--- config.mk ---
export PLATFORM = sky130hd
export DESIGN_NAME = debounce_edge_detect
export DESIGN_NICKNAME = d
export VERILOG_FILES = /design/src/rtl/debounce_pkg.sv /design/src/rtl/sat_counter.sv /design/src/rtl/debounce_edge_detect.sv
export SDC_FILE = /design/constraint.sdc
export NUM_CORES = 1
export LEC_CHECK = 0
export BUFFER_PORTS_ARGS = -buffer_cell sky130_fd_sc_hd__buf_2
export CORE_ASPECT_RATIO = 0.9
export CORE_MARGIN = 1.5
export CORE_UTILIZATION = 40
export CTS_CLUSTER_SIZE = 40
export DETAILED_ROUTE_END_ITERATION = 12
export MAX_ROUTING_LAYER = met4
export PLACE_DENSITY = 0.72
export SLEW_MARGIN = 5
export SYNTH_ARGS = -nofsm -noshare
export SYNTH_HDL_FRONTEND = slang
export SYNTH_SLANG_ARGS = --single-unit
--- constraint.sdc ---
create_clock -name clk -period 3.8 [get_ports clk]
set_input_delay 0.76 -clock clk [delete_from_list [all_inputs] [get_ports clk]]
set_output_delay 0.76 -clock clk [all_outputs]
set_load 0.05 [all_outputs]
--- src/rtl/debounce_pkg.sv ---
// ---------------------------------------------------------------------------
// debounce_pkg
//   Shared definitions for the debounce / edge-detect block.
//   - deb_state_t : FSM state encoding (STABLE, CHECK)
//   - cnt_width() : width of the qualification counter for a given
//                   STABLE_CYCLES value, usable in localparam context
// ---------------------------------------------------------------------------
package debounce_pkg;

    typedef enum logic {
        ST_STABLE = 1'b0,
        ST_CHECK  = 1'b1
    } deb_state_t;

    // Wide enough to hold any value 0..stable_cycles.
    function automatic int cnt_width(input int stable_cycles);
        return $clog2(stable_cycles + 1);
    endfunction

endpackage : debounce_pkg

--- src/rtl/sat_counter.sv ---
// ---------------------------------------------------------------------------
// sat_counter
//   Saturating up-counter with synchronous clear.
//   Ports:
//     clk    in   1  clock, posedge
//     reset  in   1  synchronous, active-low reset (q -> 0)
//     inc    in   1  increment request; ignored once q is all-ones
//     clr    in   1  synchronous clear; wins over inc
//     q      out  W  current count (registered)
// ---------------------------------------------------------------------------
module sat_counter #(
    parameter int W = 8
) (
    input  logic         clk,
    input  logic         reset,
    input  logic         inc,
    input  logic         clr,
    output logic [W-1:0] q
);

    logic [W-1:0] q_q;
    logic [W-1:0] q_d;

    // NOTE: every variable written here gets a default first, so no path
    // through the block leaves it unassigned and no latch is inferred.
    always_comb begin
        q_d = q_q;
        if (clr) begin
            q_d = '0;
        end else if (inc && (q_q != '1)) begin
            q_d = q_q + 1'b1;
        end
    end

    // NOTE: state is updated with non-blocking assignments so every flop
    // samples the pre-edge values regardless of block evaluation order.
    always_ff @(posedge clk) begin
        if (!reset) begin
            q_q <= '0;
        end else begin
            q_q <= q_d;
        end
    end

    assign q = q_q;

endmodule : sat_counter

--- src/rtl/debounce_edge_detect.sv ---
// ---------------------------------------------------------------------------
// debounce_edge_detect
//   Debounces a single already-synchronous bit. A change on din is accepted
//   only after STABLE_CYCLES consecutive samples that differ from the current
//   level; a candidate that collapses earlier is counted as a glitch.
//   Ports:
//     clk         in   1         clock, posedge
//     reset       in   1         synchronous, active-low reset
//     din         in   1         registered input bit
//     clr_glitch  in   1         synchronous clear of glitch_cnt
//     level       out  1         debounced level
//     rise        out  1         one-cycle pulse after an accepted 0->1
//     fall        out  1         one-cycle pulse after an accepted 1->0
//     busy        out  1         high while a candidate is being qualified
//     glitch_cnt  out  GLITCH_W  saturating count of rejected candidates
//   All outputs come straight from flops.
// ---------------------------------------------------------------------------
module debounce_edge_detect
    import debounce_pkg::*;
#(
    parameter int   STABLE_CYCLES = 16,
    parameter logic RESET_LEVEL   = 1'b0,
    parameter int   GLITCH_W      = 8
) (
    input  logic                clk,
    input  logic                reset,
    input  logic                din,
    input  logic                clr_glitch,
    output logic                level,
    output logic                rise,
    output logic                fall,
    output logic                busy,
    output logic [GLITCH_W-1:0] glitch_cnt
);

    localparam int CNT_W = cnt_width(STABLE_CYCLES);
    // cnt_q + 1 == STABLE_CYCLES is the same test as cnt_q == STABLE_CYCLES-1,
    // which avoids widening the adder just for the compare.
    localparam logic [CNT_W-1:0] CNT_LAST = CNT_W'(STABLE_CYCLES - 1);

    deb_state_t       state_q, state_d;
    logic [CNT_W-1:0] cnt_q,   cnt_d;
    logic             level_q, level_d;
    logic             rise_q,  rise_d;
    logic             fall_q,  fall_d;
    logic             busy_q,  busy_d;
    logic             accept;
    logic             glitch_inc;

    always_comb begin
        state_d    = state_q;
        cnt_d      = cnt_q;
        level_d    = level_q;
        accept     = 1'b0;
        glitch_inc = 1'b0;

        case (state_q)
            ST_STABLE: begin
                if (din != level_q) begin
                    if (STABLE_CYCLES == 1) begin
                        // A single differing sample is already enough.
                        accept = 1'b1;
                    end else begin
                        state_d = ST_CHECK;
                        cnt_d   = CNT_W'(1);
                    end
                end
            end
            ST_CHECK: begin
                if (din != level_q) begin
                    if (cnt_q == CNT_LAST) begin
                        accept  = 1'b1;
                        state_d = ST_STABLE;
                        cnt_d   = '0;
                    end else begin
                        cnt_d = cnt_q + 1'b1;
                    end
                end else begin
                    // Input fell back before qualifying: drop the candidate.
                    glitch_inc = 1'b1;
                    state_d    = ST_STABLE;
                    cnt_d      = '0;
                end
            end
            default: begin
                state_d = ST_STABLE;
                cnt_d   = '0;
            end
        endcase

        if (accept) begin
            level_d = ~level_q;
        end
        // The pulse direction is the new level, so it is set in the same
        // edge as level and shows up during the following cycle.
        rise_d = accept & ~level_q;
        fall_d = accept &  level_q;
        busy_d = (state_d == ST_CHECK);
    end

    always_ff @(posedge clk) begin
        if (!reset) begin
            state_q <= ST_STABLE;
            cnt_q   <= '0;
            level_q <= RESET_LEVEL;
            rise_q  <= 1'b0;
            fall_q  <= 1'b0;
            busy_q  <= 1'b0;
        end else begin
            state_q <= state_d;
            cnt_q   <= cnt_d;
            level_q <= level_d;
            rise_q  <= rise_d;
            fall_q  <= fall_d;
            busy_q  <= busy_d;
        end
    end

    // Reset also clears the glitch counter, so a candidate discarded by
    // reset is never counted even if it coincides with a reject.
    sat_counter #(
        .W (GLITCH_W)
    ) u_glitch_cnt (
        .clk   (clk),
        .reset (reset),
        .inc   (glitch_inc),
        .clr   (clr_glitch),
        .q     (glitch_cnt)
    );

    assign level = level_q;
    assign rise  = rise_q;
    assign fall  = fall_q;
    assign busy  = busy_q;

endmodule : debounce_edge_detect
==> results.toml <==
[route]
vias_per_cell = 5.188
drtIter0Drc = 11
drtAntennaViolNets = 0
wl_microns = 1410
via_count = 664
drc_errors = 0
dr.pass1.iters = 4
wl_per_cell_microns = 11.02

[sta]
timing.final.hold_violations = 0
max_slew_margin = 0.7746
rsz0062_at_grt = "false"
fin_skew_ns = 0.004806
fmax_ghz = 0.5266
fin_setup_tns_ns = 0
slew_viol_final = 0
layout_min_cycle_time_ns = 1.899
finalCritPeriodShare = 0.4997
setup_ws_ns = 1.901
setup_viol = 0
worst_pin_slew_ns = 0.3377

[logic_synthesis]
synth-seq-area-share = 0.4338
syn-cell-area_sq_um = 784.5
ys_warn_count = 0
syn_nets = 95
synthFlopType = "dfxtp_1"
yosysTopAreaCellShare = 0.4338
async_reset_ff_frac = 0
synth_seq_cells = 17
synthCells = 89
ys_types = 32
synth.area.top_cells = "dfxtp_1 (43%), nand2_1 (4.8%), xor2_1 (4.5%), nor2_1 (4.3%), a21oi_1 (3.2%)"
synth_edf_count = 0
syn_avg_cell_area_sq_um = 8.815
synth.largest_area_cell = "dfxtp_1"

[power]
p_per_area_mw_per_mm2 = 327.1
p_leak_uw = 0.0003629
total_power_uw = 293.9
vdd_ir_drop_max_v = 0.0001920

[floorplanning]
rows = 14
die_area_sq_mm = 0.002236
ios = 16
core-area_sq_mm = 0.001752
die_y_microns = 45.02
dieWidth_microns = 49.68
start_util = 0.4479

[setup_path]
path_buf_inv = 1
worstPathMaxFanout = 11
rr_startpoint = "u_glitch_cnt.q[0]"
worstPathRequired_ns = 3.04
worst_setup_path_start_kind = "flop"
arrival_ns = 1.14
worst_setup_path_end_kind = "output pin"
crit_start = "busy"
path_class = "flop to output pin"
critical-path-top-delay-family = "flip-flops"
cp_slowest_stage_delay_ns = 0.53
crit_slowest_cell = "dfxtp_1"
crit_chain = "buf_2"

[grt]
grt_max_degree = 12
grt_pass1_wl_microns = 2442
antenna_found_initial = 0
use_met3 = 0.05960
grtUsageTotal = 0.1506
grt-ovfl-total = 0
use_met1 = 0.1777
grt_use_met2 = 0.2373
grt_pass1_vias = 583
busiest_layer = "met2"

[placement]
io_buffers = 15
dpl.hpwl_microns = 1038
gp_congestion = 0.8037
dp_worst_setup_slack_ns = 1.821

[outcome]
outcome = "complete, no violations"

[cts]
clk_pin_slew_ns = 0.09
cts.path.max_buffers = 2
root_buffer = "clkbuf_4"
post-cts-setup-buffer-count = 0
post_cts_resized = 0
clkLatencyLatePin_ns = 0.28
cts_buffers = 3
clock_sinks = 17
cts_max_level = 1
cts_tree = "built"
cts-hold-fix-buffers = 0

[cells_and_area]
diodes = 0
layout-drive-gt1-share = 0.1923
layout.nets = 111
final_util = 0.5129
area_growth_pct = 14.51

[job]
maxCapViolations = 0

[worst_hold_path]
hold_start = "cnt_q[4]"
hp-class = "flop to flop"
[cell usage after synthesis (2+ instances only)]
master / number
dfxtp_1: 17
a21oi_1: 5
ha_1: 2
xor2_1: 4
buf_2: 2
nor2_1: 9
inv_1: 2
nand4b_1: 2
and3_1: 3
nand3_1: 5
or3_1: 2
a21boi_0: 3
nand2_1: 10
o21ai_0: 4
nand4_1: 2
[sequential cells by signal, summed over array words and instances, names as in the netlist]
name            count
level               1
fall                1
u_glitch_cnt.q      8
rise                1
busy                1
cnt_q               5
[stage by stage]
step / cells / hold slack, ns / cell area, sq um
finish: 128 / 0.4414 / 898.4
global route: 128 / 0.4801 / 898.4
CTS: 128 / 0.4449 / 898.4
detailed placement: 124 / 0.4296 / 872.1
global placement: 124 / 0.4192 / 872.1
floorplan: 89 / 0.4110 / 784.5
[cells in the final DEF, fill, tap and decap left out, types with 3 or more instances in the layout]
cell type / instances
xor2_1: 4
dfxtp_1: 17
nand3_1: 5
clkbuf_4: 3
nor2_1: 9
buf_2: 15
o21ai_0: 4
nand2_1: 10
a21oi_1: 5
and3_1: 3
a21boi_0: 3
[layout make-up]
| cell class | instances | area [sq um] |
|---|---|---|
| Timing Repair Buffer | 15 | 75.07 |
| Sequential cell | 17 | 340.3 |
| Tap cell | 24 | 30.03 |
| Clock buffer | 4 | 26.28 |
| Inverter | 2 | 7.507 |
| Fill cell | 168 | 853.3 |
| Multi-Input combinational cell | 66 | 419.2 |
[worst register-to-register path, delay by kind of cell (launching register included)]
kind / cells / cell delay, ns
AOI/OAI and AO/OA: 2 / 0.31
adders and majority gates: 1 / 0.23
DFF: 1 / 0.35
and+or+nand+nor: 2 / 0.59
[metal layers]
metal | vias up | share of wire
li1 | 344 | -
met2 | 11 | 0.46
met5 | - | 0
met4 | 0 | 0.0092
met1 | 307 | 0.50
met3 | 2 | 0.038
[worst paths after layout]
kind                                     endpoint  slack [ns]  depth (start not counted)
worst min-delay path                     cnt_q[4]        0.44                          2
worst max register to register  u_glitch_cnt.q[7]        2.25                          5
worst min register to register           cnt_q[4]        0.44                          2
worst max-delay path                         busy        1.90                          1
[power by group]
group          internal (uW)  switching, uW
combinational           6.37           11.8
sequential               180           2.84
clock                   40.7           52.1
[logic make-up after synthesis]
kind of cell | Yosys count | synth area share
buf+inv | 6 | 0.03189
fa+ha+maj | 2 | 0.03189
compound gates | 18 | 0.1579
mux | 1 | 0.01276
flops | 17 | 0.4338
xor+xnor | 6 | 0.07656
simple gates | 39 | 0.2552
No activity file was read; power rests on OpenSTA's default activity.
